[src/rtl/canny_vga_display.sv]
// canny_vga_display: scans a VGA raster and shows one Canny result memory as a window.
// Read address, memory data and colour form a 3-cycle pipeline; sync/blank follow the same delay.
module canny_vga_display #(
  parameter int unsigned IMG_W  = 200,
  parameter int unsigned IMG_H  = 200,
  parameter int unsigned WIN_X0 = 220,
  parameter int unsigned WIN_Y0 = 140,
  parameter int unsigned H_ACT  = 640,
  parameter int unsigned H_FP   = 16,
  parameter int unsigned H_SYNC = 96,
  parameter int unsigned H_BP   = 48,
  parameter int unsigned V_ACT  = 480,
  parameter int unsigned V_FP   = 10,
  parameter int unsigned V_SYNC = 2,
  parameter int unsigned V_BP   = 33
) (
  input  logic        pclk,
  input  logic        rst_b,
  input  logic [2:0]  src_sel,
  output logic [15:0] rd_addr,
  input  logic [7:0]  X_douta,
  input  logic [7:0]  XG_douta,
  input  logic [7:0]  Gxy_douta,
  input  logic [23:0] ThetaT_douta,
  input  logic [7:0]  GxyT_douta,
  input  logic [7:0]  bGxyT_douta,
  output logic [3:0]  vga_r,
  output logic [3:0]  vga_g,
  output logic [3:0]  vga_b,
  output logic        vga_hs,
  output logic        vga_vs,
  output logic        frame_start
);

  localparam int unsigned H_TOTAL   = H_ACT + H_FP + H_SYNC + H_BP;
  localparam int unsigned V_TOTAL   = V_ACT + V_FP + V_SYNC + V_BP;
  localparam int unsigned HW        = $clog2(H_TOTAL);
  localparam int unsigned VW        = $clog2(V_TOTAL);
  localparam int unsigned AW        = 16;
  localparam int unsigned HS_BEG    = H_ACT + H_FP;
  localparam int unsigned HS_END    = HS_BEG + H_SYNC;
  localparam int unsigned VS_BEG    = V_ACT + V_FP;
  localparam int unsigned VS_END    = VS_BEG + V_SYNC;
  localparam int unsigned FLIP_BASE = (IMG_H - 1) * IMG_W;

  logic [HW-1:0] h_cnt;
  logic [VW-1:0] v_cnt;
  logic [2:0]    sel_q;
  logic [AW-1:0] row_base;
  logic [1:0]    in_win_d;
  logic [1:0]    active_d;
  logic [1:0]    hs_d;
  logic [1:0]    vs_d;

  logic          h_wrap_c;
  logic          v_wrap_c;
  logic          at_origin_c;
  logic          in_win_c;
  logic          active_c;
  logic          hs_c;
  logic          vs_c;
  logic          flip_c;
  logic          last_col_c;
  logic [2:0]    sel_eff_c;
  logic [AW-1:0] col_c;
  logic [AW-1:0] base_c;
  logic [11:0]   rgb_c;
  logic          unused_c;

  // Raster decode, window test and row base selection for the current counter state.
  always_comb begin
    h_wrap_c    = (h_cnt == HW'(H_TOTAL - 1));
    v_wrap_c    = (v_cnt == VW'(V_TOTAL - 1));
    at_origin_c = (h_cnt == '0) && (v_cnt == '0);
    in_win_c    = (h_cnt >= HW'(WIN_X0)) && (h_cnt < HW'(WIN_X0 + IMG_W)) &&
                  (v_cnt >= VW'(WIN_Y0)) && (v_cnt < VW'(WIN_Y0 + IMG_H));
    active_c    = (h_cnt < HW'(H_ACT)) && (v_cnt < VW'(V_ACT));
    hs_c        = !((h_cnt >= HW'(HS_BEG)) && (h_cnt < HW'(HS_END)));
    vs_c        = !((v_cnt >= VW'(VS_BEG)) && (v_cnt < VW'(VS_END)));
    // At the origin the new frame's selection is the one being latched.
    sel_eff_c   = at_origin_c ? src_sel : sel_q;
    flip_c      = (sel_eff_c == 3'd3) || (sel_eff_c == 3'd5);
    last_col_c  = in_win_c && (h_cnt == HW'(WIN_X0 + IMG_W - 1));
    col_c       = AW'(h_cnt) - AW'(WIN_X0);
    // Window row 0 takes the start address directly; later rows use row_base.
    if (v_cnt == VW'(WIN_Y0)) begin
      base_c = flip_c ? AW'(FLIP_BASE) : '0;
    end else begin
      base_c = row_base;
    end
  end

  // Horizontal and vertical raster counters.
  always_ff @(posedge pclk or negedge rst_b) begin
    if (!rst_b) begin
      h_cnt <= '0;
      v_cnt <= '0;
    end else if (h_wrap_c) begin
      h_cnt <= '0;
      v_cnt <= v_wrap_c ? '0 : v_cnt + VW'(1);
    end else begin
      h_cnt <= h_cnt + HW'(1);
    end
  end

  // Source selection is frozen for a whole frame; frame_start marks the origin.
  always_ff @(posedge pclk or negedge rst_b) begin
    if (!rst_b) begin
      sel_q       <= '0;
      frame_start <= 1'b0;
    end else begin
      if (at_origin_c) sel_q <= src_sel;
      frame_start <= at_origin_c;
    end
  end

  // Row base steps one image line after the last window column (down for bottom-up memories).
  always_ff @(posedge pclk or negedge rst_b) begin
    if (!rst_b) begin
      row_base <= '0;
    end else if (last_col_c) begin
      row_base <= flip_c ? base_c - AW'(IMG_W) : base_c + AW'(IMG_W);
    end
  end

  // Shared read address; holds outside the window.
  always_ff @(posedge pclk or negedge rst_b) begin
    if (!rst_b) begin
      rd_addr <= '0;
    end else if (in_win_c) begin
      rd_addr <= base_c + col_c;
    end
  end

  // Two delay stages for window/blank/sync; the output registers form the third.
  always_ff @(posedge pclk or negedge rst_b) begin
    if (!rst_b) begin
      in_win_d <= '0;
      active_d <= '0;
      hs_d     <= '1;
      vs_d     <= '1;
    end else begin
      in_win_d <= {in_win_d[0], in_win_c};
      active_d <= {active_d[0], active_c};
      hs_d     <= {hs_d[0], hs_c};
      vs_d     <= {vs_d[0], vs_c};
    end
  end

  // Colour mapping of the memory data for the selected source.
  always_comb begin
    rgb_c = '0;
    if (in_win_d[1] && active_d[1]) begin
      case (sel_q)
        3'd0:    rgb_c = {3{X_douta[7:4]}};
        3'd1:    rgb_c = {3{XG_douta[7:4]}};
        3'd2:    rgb_c = {3{Gxy_douta[7:4]}};
        3'd3:    rgb_c = {ThetaT_douta[23:20], ThetaT_douta[15:12], ThetaT_douta[7:4]};
        3'd4:    rgb_c = {3{GxyT_douta[7:4]}};
        3'd5:    rgb_c = (bGxyT_douta != 8'd0) ? 12'hFFF : 12'h000;
        default: rgb_c = '0;
      endcase
    end
  end

  // Output registers: colour and sync pins.
  always_ff @(posedge pclk or negedge rst_b) begin
    if (!rst_b) begin
      vga_r  <= '0;
      vga_g  <= '0;
      vga_b  <= '0;
      vga_hs <= 1'b1;
      vga_vs <= 1'b1;
    end else begin
      {vga_r, vga_g, vga_b} <= rgb_c;
      vga_hs <= hs_d[1];
      vga_vs <= vs_d[1];
    end
  end

  // Low nibbles of the greyscale sources are intentionally dropped.
  assign unused_c = ^{X_douta[3:0], XG_douta[3:0], Gxy_douta[3:0], GxyT_douta[3:0],
                      ThetaT_douta[19:16], ThetaT_douta[11:8], ThetaT_douta[3:0]};

endmodule

[config.mk]
export PLATFORM = sky130hd
export DESIGN_NAME = canny_vga_display
export DESIGN_NICKNAME = d
export VERILOG_FILES = /design/src/rtl/canny_vga_display.sv
export SDC_FILE = /design/constraint.sdc
export NUM_CORES = 1
export LEC_CHECK = 0
export CORE_UTILIZATION = 58
export CTS_BUF_LIST = sky130_fd_sc_hd__clkbuf_4
export DETAILED_ROUTE_END_ITERATION = 7
export PLACE_DENSITY_LB_ADDON = 0.1
export SYNTH_ARGS = -nofsm -noshare
export SYNTH_HDL_FRONTEND = slang
export SYNTH_SLANG_ARGS = --single-unit
[constraint.sdc]
create_clock -name pclk -period 8.7 [get_ports pclk]
set_input_delay 2.175 -clock pclk [delete_from_list [all_inputs] [get_ports pclk]]
set_output_delay 2.175 -clock pclk [all_outputs]
set_load 0.005 [all_outputs]
======== Word level (Yosys, flattened, before mapping) ========
Cells that the tools add are included.
storage, ports and cells
  bits in registers ....................... 78
  word-level logic and storage cells ...... 67
cells by class
  $add $sub $neg .......................... 6
  magnitude comparators ................... 10
  equality and inequality tests ........... 11
  mux-type cells .......................... 9
  reduce and logical (&&, ||, !) cells .... 16
operators with widths
  cell                                                  number
  one-hot mux 12 bit (6 select lines)                   1
  2-to-1 mux 16 bit                                     3
  < comparator 10 x 9 -> 1 bit, second input constant   4
  2-to-1 mux 12 bit                                     2
  adder 10 x 1 -> 10 bit, second input constant         2
  equality test 10 bit, second input constant           2
  >= comparator 10 x 8 -> 1 bit, second input constant  2
  logical NOT 10 bit                                    2
  < comparator 10 bit, second input constant            2
  2-to-1 mux 10 bit                                     2
  adder 16 bit                                          1
  adder 16 x 8 -> 16 bit, second input constant         1
  subtractor 16 x 8 -> 16 bit, second input constant    1
  subtractor 10 x 8 -> 11 bit, second input constant    1
  equality test 10 x 8 -> 1 bit, second input constant  1
  equality test 10 x 9 -> 1 bit, second input constant  1
  >= comparator 10 bit, second input constant           1
  >= comparator 10 x 9 -> 1 bit, second input constant  1
  equality test 3 x 2 -> 1 bit, second input constant   3
  equality test 3 bit, second input constant            3
  logical AND 1 bit                                     9
  nonzero test 8 bit                                    1
  equality test 3 x 1 -> 1 bit, second input constant   1
  logical NOT 3 bit                                     1
  other kinds (3)                                       4

======== Logic depth before layout (Yosys ltp) ========
Gate-level depths: netlist of run 1.
  depth after elaboration ................. 9
  mapped depth ............................ 18
  depth with buffers taken out ............ 18

======== Least setup slack after synthesis of run 1 ========
OpenSTA, ideal clock, no wires.
  kind .................................... input to register
  from .................................... in src_sel[2]
  to ...................................... reg row_base[15]
  arrival time ............................ 4919 ps
  data required time ...................... 8575 ps
  slack ................................... 3656 ps
  stages on the path ...................... 16
  path buffers ............................ 0
  cells stage by stage .................... xor2_1 -> nand2_1 -> or3_4 -> o211ai_4 -> o21a_1 -> inv_1 -> fa_1 -> nor2b_1 -> o21ai_0 -> a21oi_1 -> o21ai_0 -> a211oi_1 -> o31ai_1 -> or3_1 -> a31oi_1 -> a21oi_1
between the ends
  word-level cells in the longest chain between the ends .. 7
  elaborated cells between the ends (all ways) .. 9
  classes of those cells .................. add/sub (2); eq/ne (2); mux (4); reduce/logical (1)
RTL lines
  what                                                                   line  source
  from (decl)                                                            19    input logic [2:0] src_sel,
  2-to-1 mux 3 bit (*)                                                   n/a
  equality test 3 x 2 -> 1 bit or equality test 3 bit (tied branches)    82    flip_c = (sel_eff_c == 3'd3) || (sel_eff_c == 3'd5);
  logical OR 1 bit (*)                                                   82
  2-to-1 mux 16 bit                                                      87    base_c = flip_c ? AW'(FLIP_BASE) : '0;
  2-to-1 mux 16 bit                                                      86    if (v_cnt == VW'(WIN_Y0)) begin
  adder 16 x 8 -> 16 bit or subtractor 16 x 8 -> 16 bit (tied branches)  122   row_base <= flip_c ? base_c - AW'(IMG_W) : base_c + AW'(IMG_W);
  2-to-1 mux 16 bit (*)                                                  122
  to (signal assigned)                                                   122
  to (decl)                                                              49    logic [AW-1:0] row_base;
Mark *: on every way between the ends. The rest lies on a longest branch, timed or not.
A chain may end at the register's enable or synchronous reset.

======== Final worst setup path of run 1 ========
  from .................................... in src_sel[1]
  to ...................................... reg row_base[15]
Same word-level chain as after synthesis.

==> results of run 1 <==
[where the power goes]
group / internal (mW) / switching, mW
Clock: 0.0916 / 0.142
Combinational: 0.0338 / 0.0338
Sequential: 0.363 / 0.00218
Total: 0.489 / 0.178
[critical path, stage by stage]
cell and delay, ps:
clkdlybuf4s50_1 500, xor2_1 140, nand2_1 80, or3_4 350, o21a_1 250, inv_1 330
ha_1 340, nor2b_1 150, o21ai_0 210, a21oi_1 120, o21ai_0 350, a211oi_1 170
o31ai_1 480, o21ai_0 180, o21ai_0 110, a21oi_1 80
[cell type report]
cell class | count | area share
clock inverter | 7 | 0.01383
tap | 105 | 0.02270
timing repair buffer | 73 | 0.1249
sequential | 78 | 0.3385
clock buffer | 9 | 0.01167
inverter | 24 | 0.01556
multi-input combinational | 401 | 0.4728
[state kept, by name (all words and copies together) (netlist names), 2 cells and up]
| signal | flops |
|---|---|
| rd_addr | 16 |
| in_win_d | 2 |
| vs_d | 2 |
| vga_b | 4 |
| row_base | 16 |
| vga_r | 4 |
| vga_g | 4 |
| sel_q | 3 |
| h_cnt | 10 |
| hs_d | 2 |
| active_d | 2 |
| v_cnt | 10 |
[cell usage after synthesis, drive strengths merged, types with 2 or more instances]
| master | n | area (um^2) |
|---|---|---|
| dfrtp | 72 | 1802 |
| nand2 | 59 | 221.5 |
| nor2 | 42 | 157.7 |
| o21ai | 34 | 170.2 |
| a21oi | 33 | 165.2 |
| ha | 33 | 412.9 |
| xnor2 | 25 | 219.0 |
| inv | 24 | 90.09 |
| nor2b | 18 | 112.6 |
| mux2 | 14 | 157.7 |
| nand3 | 14 | 70.07 |
| xor2 | 14 | 122.6 |
| clkbuf | 11 | 41.29 |
| o21a | 10 | 75.07 |
| buf | 9 | 60.05 |
| nor3 | 9 | 55.05 |
| nand4 | 8 | 50.05 |
| or3 | 8 | 55.05 |
| a211oi | 7 | 57.55 |
| a31oi | 7 | 43.79 |
| mux2i | 7 | 70.07 |
| and3 | 6 | 37.54 |
| dfstp | 6 | 157.7 |
| nor4 | 5 | 46.29 |
| a21o | 4 | 30.03 |
| a311oi | 4 | 35.03 |
| nand2b | 4 | 25.02 |
| nor3b | 4 | 35.03 |
| o31ai | 4 | 35.03 |
| nand3b | 3 | 26.27 |
| a21boi | 2 | 15.01 |
| a22oi | 2 | 15.01 |
| and2 | 2 | 12.51 |
| fa | 2 | 40.04 |
| o211a | 2 | 20.02 |
| or2 | 2 | 12.51 |
| or4 | 2 | 15.01 |
[layer usage]
layer  GRT usage  vias to the layer above  routed length, um
li1            -                     1969                  -
met4     0.07692                        0                212
met5           0                        -                  0
met2      0.4344                       82               5172
met3     0.05340                       18                439
met1      0.3542                     1901               4894
[cells by family after synthesis]
family / after synthesis / synth area share
AND/OR/NAND/NOR: 189 / 0.1966
adder cells (fa/ha/maj): 35 / 0.09292
AO/OA/AOI/OAI: 117 / 0.1525
buffers and inverters: 44 / 0.03927
multiplexers: 21 / 0.04671
flip-flops: 78 / 0.4020
XOR/XNOR: 39 / 0.07007
[through the flow]
step                      worst slack [ps]  instances
final                                 2987        697
after global placement                2782        681
after global routing                  2792        697
after detailed placement              2600        681
after CTS                             3042        697
after floorplan                       3656        523
[worst max path at each step]
stage / to / cells past startpoint / from
after floorplan: row_base[15] / 16 / src_sel[2]
after global placement: row_base[15] / 17 / src_sel[2]
after detailed placement: row_base[15] / 16 / src_sel[1]
after CTS: row_base[15] / 16 / src_sel[1]
after global routing: row_base[15] / 16 / src_sel[1]
final: row_base[15] / 16 / src_sel[1]
==> out/qor.yml, run 1 <==
holdPathStages: 0
max_cap_violations: 0
die_y_um: 93.68
fin_util: 0.7080
cts_made_buffers: 9
async_reset_ff_frac: 1.000
gp_congestion: 0.8988
worstMarginPinSlew_ps: 973.1
rsz0062_at_grt: "false"
final_cell_area_mm2: 0.005788
slew_violations: 0
cts_tree: "yes"
antenna_found_initial: 0
drc_errors: 0
seq_area_mm2: 0.001959
crit_type: "in2reg"
hpwl_um: 7889
timing.setup.tns_ps: 0
yosysSeqAreaShare: 0.4020
die_w_um: 93.68
hold_viol: 0
nFillCells: 636
start_kind: "primary input"
synth_nets: 627
period_share: 0.6567
powerDensity_mw_per_mm2: 115.2
fmax_ghz: 0.1750
worstReg2RegEnd: "row_base[15]"
synth_flop_cell: "dfrtp_1"
antenna_cells: 0
htreeDepth: 3
hold_ws_ps: 365.8
core-area_mm2: 0.008175
syn_inst: 523
postPlaceCellArea_mm2: 0.005640
hp-start: "hs_d[1]"
outcome: "finished, final reports clean"
post_cts_buffers: 0
cp-end-kind: "register"
setup_viol: 0
worst_ep_required_time_ps: 9020
drtIter0Drc: 205
area_delta_synth_final_pct: 18.74
crit_fanout: 9
cts_resized: 0
num_vias: 3970
fin_skew_ps: 15.53
ys_ff_latch: 78
cts_root_buf: "clkbuf_4"
holdPathEnd: "vga_hs"
grt_pass1_wl_um: 18150
postCtsHoldBufs: 0
vdd_drop_max_mv: 0.08154
synth-edff-count: 0
syn_area_mm2: 0.004875
layout.cells.most_common_list: "dfrtp_1 (72), clkdlybuf4s50_1 (70), nand2_1 (59)"
via_per_inst: 5.696
holdCritPathClass: "reg2reg"
start_util: 0.5963
reg2reg_from: "h_cnt[2]"
layout_commonest_cell: "dfrtp_1"
cp_data_arrival_time_ps: 6030
wl_um: 10720
synth.avg_cell_area_um2: 9.321
drive_above_1_share: 0.08784
die_area_mm2: 0.008775
regToRegSetupSlack_ps: 4010
ios: 100
drtPass1Iterations: 4
overflow: 0
cts.sinks: 78
clk_latency_ps: 420
grt_max_degree: 79
nets: 691
postRouteAntennaNets: 0
grt_use_total: 0.2641
fin_crit_ps: 5713
multi_input_area_mm2: 0.002736
row_count: 33
relSlewSlack: 0.3453
grt_pass1_vias: 3881
clk_path_buf_depth: 2
port_buffers: 71
ys_types: 59
r2r_cells: 17
wl_per_cell_um: 15.38
path_clk_slew_ps: 140
ys_warn_count: 0
power_mw: 0.6667
power.leakage_nw: 2.483
Note: power is estimated with default switching activity, not from simulation.
==> inputs of run 2 (changes only) <==
--- a/config.mk
+++ b/config.mk
@@ -5,7 +5,7 @@
 export SDC_FILE = /design/constraint.sdc
 export NUM_CORES = 1
 export LEC_CHECK = 0
-export CORE_UTILIZATION = 58
+export CORE_UTILIZATION = 54
 export CTS_BUF_LIST = sky130_fd_sc_hd__clkbuf_4
 export DETAILED_ROUTE_END_ITERATION = 7
 export PLACE_DENSITY_LB_ADDON = 0.1
==> constraint.sdc (replaced) <==
create_clock -name pclk -period 5.35 [get_ports pclk]
set_input_delay 1.3375 -clock pclk [delete_from_list [all_inputs] [get_ports pclk]]
set_output_delay 1.3375 -clock pclk [all_outputs]
set_load 0.005 [all_outputs]
==> out/qor.yml, run 2 (synthesis results as in run 1) <==
outcome: "finished, final reports clean"
setup.worst_path.start: "src_sel[2]"
cts_root_buf: "clkbuf_4"
nFillCells: 723  # +14%
power.leakage_nw: 2.472  # -0.42%
grt_use_total: 0.2389  # -0.02519
overflow: 0  # unchanged
combPwrFrac: 0.106  # +0.005
grt_pass1_wl_um: 18280  # +0.69%
die_w_um: 97.01  # +3.6%
clk_path_buf_depth: 2  # unchanged
hold_ws_ps: 348.8  # -16.98 ps
reg2reg_from: "h_cnt[1]"
holdCritPathClass: "reg2reg"
multi_input_area_mm2: 0.002736  # unchanged
grt_max_degree: 79  # unchanged
antenna_found_initial: 0  # unchanged
crit_end: "row_base[15]"
cp_cell_sequence: "clkdlybuf4s50_1, xor2_1, nand2_1, or3_4, o211ai_4, o21a_1, inv_1, fa_1, nor2b_1, o21ai_0, a21oi_1, o21ai_0, a211oi_1, o31ai_1, or3_1, a31oi_1, a21oi_1"
reg_top3: "rd_addr x16, row_base x16"
worstReg2RegEnd: "row_base[15]"
vdd_drop_max_mv: 0.1287  # +58%
via_per_inst: 5.645  # -0.90%
period_share: 0.8675
layout_commonest_cell: "dfrtp_1"
slowest_stage: "clkdlybuf4s50_1"
netSwitchingFraction: 0.2760  # +0.009238
cts_resized: 0  # unchanged
crit_fanout: 10  # +1
power_frac_seq: 0.576  # +0.028
die_y_um: 97.01  # +3.6%
fmax_ghz: 0.2155
port_buffers: 71  # unchanged
grt_pass1_vias: 3876  # -0.13%
worstMarginPinSlew_ps: 1042  # +68.42 ps
gp_congestion: 0.9241  # +2.8%
path_clk_slew_ps: 140  # about the same
ios: 100  # unchanged
area_delta_synth_final_pct: 18.45
cts_made_buffers: 9  # unchanged
drc_errors: 0  # unchanged
postRouteAntennaNets: 0  # unchanged
power.share.clock: 0.318  # -0.032
timing.setup.tns_ps: 0  # unchanged
core-area_mm2: 0.008721  # +6.7%
seq_area_mm2: 0.001959  # unchanged
p_int_mw: 0.7465  # +53%
hpwl_um: 7840  # -0.62%
path_buf_inv: 2  # unchanged
nets: 692  # +0.14%
crit_type: "in2reg"
relSlewSlack: 0.2992  # -0.04604
worst_ep_required_time_ps: 5670  # -3350 ps
regToRegSetupSlack_ps: 1040  # -2970 ps
max_cap_violations: 0  # unchanged
num_vias: 3957  # -0.33%
slowest_delay_ps: 490  # about the same
fin_skew_ps: 17.23  # +1.706 ps
drive_above_1_share: 0.08938  # +0.001538
path_depth: 17  # +1
p_switching_mw: 0.2846  # +60%
wl_per_cell_um: 15.00  # -2.5%
clk_latency_ps: 440  # +20 ps
setup_viol: 0  # unchanged
powerDensity_mw_per_mm2: 178.6  # +55%
postCtsHoldBufs: 0  # unchanged
antenna_cells: 0  # unchanged
row_count: 34  # +3.0%
fin_crit_ps: 4641
hold_viol: 0  # unchanged
die_area_mm2: 0.009411  # +7.2%
drtPass1Iterations: 5  # +1
drtIter0Drc: 169  # -18%
rsz0062_at_grt: "false"
cpLargestDelayFamily: "compound AO/OA/AOI/OAI gates"
post_cts_buffers: 0  # unchanged
start_util: 0.5590  # -0.03730
layout.cells.most_common_list: "dfrtp_1 (72), clkdlybuf4s50_1 (70), nand2_1 (59)"
cts_tree: "yes"
htreeDepth: 3  # unchanged
cts.sinks: 78  # unchanged
cp_data_arrival_time_ps: 4960  # -1070 ps
wl_um: 10520  # -1.9%
start_kind: "primary input"
cp-end-kind: "register"
slew_violations: 0  # unchanged
r2r_cells: 18  # +1
run 2: cell types whose count changed in the layout (fill, tap and decap cells not counted), sizes merged:
cell      before  now
buf            3    4
bufinv         1    0
clkinvlp       1    2
run 2: worst min path at each step:
stage | start | to | slack [ps] | cells past startpoint
final | in_win_d[0] | in_win_d[1] | 350 | 0
after global routing | in_win_d[0] | in_win_d[1] | 360 | 0
after CTS | in_win_d[0] | in_win_d[1] | 350 | 0
after detailed placement | in_win_d[0] | in_win_d[1] | 340 | 0
after global placement | in_win_d[0] | in_win_d[1] | 340 | 0
after floorplan | active_d[0] | active_d[1] | 330 | 0
run 2: worst register-to-register path: cells and delay by family, from the launching register on:
kind / cells / cell delay, ps
AO/OA/AOI/OAI: 9 / 1600
AND/OR/NAND/NOR: 5 / 1310
adder cells (fa/ha/maj): 2 / 670
flip-flops: 1 / 440
buffers and inverters: 2 / 190
run 2: layout make-up:
class                   count  area share
clock buffers               9     0.01170
clock inverters             7    0.009534
inverters                  24     0.01560
multi-input cells         401      0.4739
flip-flops and latches     78      0.3393
well taps                 108     0.02340
repair buffers             74      0.1265
run 2: power groups by stage:
stage	Sequential, mW	Combinational [mW]	Clock [mW]
after floorplan	0.602	0.0597	0
after global placement	0.605	0.107	0
after detailed placement	0.605	0.109	0
after CTS	0.594	0.110	0.340
after global routing	0.595	0.122	0.363
final	0.594	0.109	0.328
run 2: through the flow:
| step | cells | power [mW] | area, um^2 | setup slack (ps) | util |
|---|---|---|---|---|---|
| after global placement | 685 | 0.7123 | 5652 | 304.2 | 0.6481 |
| after detailed placement | 685 | 0.7147 | 5652 | 253.2 | 0.6481 |
| after floorplan | 523 | 0.6621 | 4875 | 1144 | - |
| after CTS | 701 | 1.045 | 5774 | 717.0 | 0.6621 |
| after global routing | 701 | 1.080 | 5774 | 378.5 | 0.6621 |
| final | 701 | 1.031 | 5774 | 708.6 | 0.6621 |
run 2: per-layer routing:
layer  vias to the layer above  GRT usage  wire, um
met5                         -          0         0
met4                         0    0.08037       163
met3                        13    0.04191       370
met2                        75     0.3933      5052
met1                      1903     0.3194      4927
li1                       1966          -         -
==> inputs of run 3 (changes only) <==
--- a/config.mk
+++ b/config.mk
@@ -6,7 +6,7 @@
 export NUM_CORES = 1
 export LEC_CHECK = 0
 export CORE_UTILIZATION = 54
-export CTS_BUF_LIST = sky130_fd_sc_hd__clkbuf_4
+export CTS_BUF_LIST = sky130_fd_sc_hd__clkbuf_8
 export DETAILED_ROUTE_END_ITERATION = 7
 export PLACE_DENSITY_LB_ADDON = 0.1
 export SYNTH_ARGS = -nofsm -noshare
==> constraint.sdc (replaced) <==
create_clock -name pclk -period 5.35 [get_ports pclk]
set_input_delay 0.535 -clock pclk [delete_from_list [all_inputs] [get_ports pclk]]
set_output_delay 0.535 -clock pclk [all_outputs]
set_load 0.005 [all_outputs]
==> out/qor.yml, run 3 (synthesis results as in run 1) <==
ios: 100  # unchanged
grt_use_total: 0.2450  # +0.006109
fin_crit_ps: 4677  # +35.28 ps
cp_data_arrival_time_ps: 4900  # -60 ps
postRouteAntennaNets: 0  # unchanged
p_int_mw: 0.9238  # +24%
setup.worst_path.start: "h_cnt[1]"
timing.setup.tns_ps: 0  # unchanged
fin_skew_ps: 8.604  # -8.628 ps
dp_cells: 684  # -0.15%
drtPass1Iterations: 4  # -1
powerDensity_mw_per_mm2: 206.4  # +16%
slowest_delay_ps: 450  # -40 ps
htreeDepth: 3  # unchanged
layout.cells.most_common_list: "dfrtp_1 (72), clkdlybuf4s50_1 (70), nand2_1 (59)"
regToRegSetupSlack_ps: 670  # -370 ps
core-area_mm2: 0.008721  # unchanged
drtIter0Drc: 147  # -13%
instances_no_fill: 700  # -0.14%
period_share: 0.8741  # +0.006594
cp_common_cell: "o21ai_0"
grt_pass1_wl_um: 18660  # +2.1%
path_buf_inv: 2  # unchanged
worstReg2RegEnd: "row_base[15]"
gp_congestion: 0.9221  # -0.22%
postCtsHoldBufs: 0  # unchanged
nFillCells: 728  # +0.69%
wl_um: 10610  # +0.87%
die_area_mm2: 0.009411  # unchanged
drc_errors: 0  # unchanged
power.leakage_nw: 2.517  # +1.8%
slew_violations: 0  # unchanged
die_w_um: 97.01  # unchanged
via_per_inst: 5.611  # -0.59%
drive_above_1_share: 0.08784  # -0.001538
cpLargestDelayFamily: "compound AO/OA/AOI/OAI gates"
holdCritPathClass: "in2async"
cts_root_buf: "clkbuf_8"
layout_commonest_cell: "dfrtp_1"
postPlaceCellArea_mm2: 0.005644  # -0.13%
crit_type: "reg2reg"
crit_fanout: 9  # -1
combPwrFrac: 0.089  # -0.017
start_kind: "register"
post_cts_buffers: 0  # unchanged
netSwitchingFraction: 0.2382  # -0.03787
p_switching_mw: 0.2888  # +1.5%
fin_util: 0.6737  # +0.01162
clk_path_buf_depth: 2  # unchanged
max_cap_violations: 0  # unchanged
outcome: "finished, final reports clean"
antenna_found_initial: 0  # unchanged
start_util: 0.5590  # unchanged
worst_ep_required_time_ps: 5580  # -90 ps
hpwl_um: 7781  # -0.75%
cts.sinks: 78  # unchanged
fmax_ghz: 0.2138  # -0.75%
reg2reg_from: "h_cnt[1]"
area_delta_synth_final_pct: 20.53
row_count: 34  # unchanged
cts_tree: "yes"
hold_viol: 0  # unchanged
slowest_stage: "o31ai_1"
rsz0062_at_grt: "false"
cp-end-kind: "register"
antenna_cells: 0  # unchanged
cp_cell_sequence: "inv_1, ha_1, nor3b_1, nand4_1, nor2_1, o21a_1, inv_1, ha_1, nor2b_1, o21ai_0, a21oi_1, o21ai_0, a211oi_1, o31ai_1, o21ai_0, o21ai_0, a21oi_1"
grt_pass1_vias: 3964  # +2.3%
setup_viol: 0  # unchanged
relSlewSlack: 0.2605  # -0.03880
worstMarginPinSlew_ps: 1099  # +57.66 ps
clk_latency_ps: 350  # -90 ps
path_clk_slew_ps: 90  # -50 ps
overflow: 0  # unchanged
num_vias: 3928  # -0.73%
cts_resized: 0  # unchanged
postLayoutSetupSlackWorst_ps: 673.4  # -35.28 ps
final_cell_area_mm2: 0.005876  # +1.8%
seq_area_mm2: 0.001959  # unchanged
power.share.clock: 0.421  # +0.103
power_frac_seq: 0.490  # -0.086
cts_made_buffers: 9  # unchanged
die_y_um: 97.01  # unchanged
vdd_drop_max_mv: 0.2013  # +56%
nets: 691  # -0.14%
port_buffers: 71  # unchanged
reg_top3: "rd_addr x16, row_base x16"
grt_max_degree: 79  # unchanged
multi_input_area_mm2: 0.002736  # unchanged
wl_per_cell_um: 15.15  # +1.0%
place_ws_ps: 808.4  # +555.1 ps
r2r_cells: 17  # -1
run 3: cell types whose count changed in the layout (fill, tap and decap cells not counted), sizes merged:
cell,delta
bufinv,+2
clkinvlp,-1
buf,-1
clkbuf,+1
inv,-2
run 3: how the worst max path moves through the flow:
stage | end | depth (start not counted)
floorplan | row_base[15] | 18
global placement | row_base[15] | 17
detailed placement | row_base[15] | 17
CTS | row_base[15] | 17
global route | row_base[15] | 17
finish | row_base[15] | 17
run 3: cell type report:
type | count | share of cell area
Sequential cell | 78 | 0.3335
Tap cell | 108 | 0.02300
Multi-Input combinational cell | 401 | 0.4657
Clock buffer | 10 | 0.02342
Clock inverter | 6 | 0.01597
Timing Repair Buffer | 73 | 0.1231
Inverter | 24 | 0.01533
run 3: power by group through the flow:
stage	clock network, mW	logic, mW	registers (mW)
3_5_place_dp	0	0.108	0.605
3_3_place_gp	0	0.106	0.605
2_1_floorplan	0	0.0597	0.602
4_1_cts	0.523	0.109	0.594
6_report	0.511	0.108	0.594
5_1_grt	0.549	0.121	0.594
run 3: worst register-to-register path, stage by stage (launching register included):
cell,delay [ps]
dfrtp_1,410
inv_1,120
ha_1,190
nor3b_1,310
nand4_1,210
nor2_1,410
o21a_1,390
inv_1,280
ha_1,410
nor2b_1,140
o21ai_0,230
a21oi_1,130
o21ai_0,310
a211oi_1,160
o31ai_1,450
o21ai_0,150
o21ai_0,140
a21oi_1,120
run 3: layer usage:
layer / share of wire / global-route usage
met5: 0 / 0
met4: 0.018 / 0.08381
met3: 0.040 / 0.04263
met2: 0.47 / 0.4052
met1: 0.47 / 0.3254
run 3: through the flow:
step | power (mW) | hold WS, ps
6_report | 1.213 | 330.9
5_1_grt | 1.264 | 351.9
4_1_cts | 1.226 | 348.3
3_5_place_dp | 0.7137 | 335.5
3_3_place_gp | 0.7115 | 337.5
2_1_floorplan | 0.6621 | 239.4
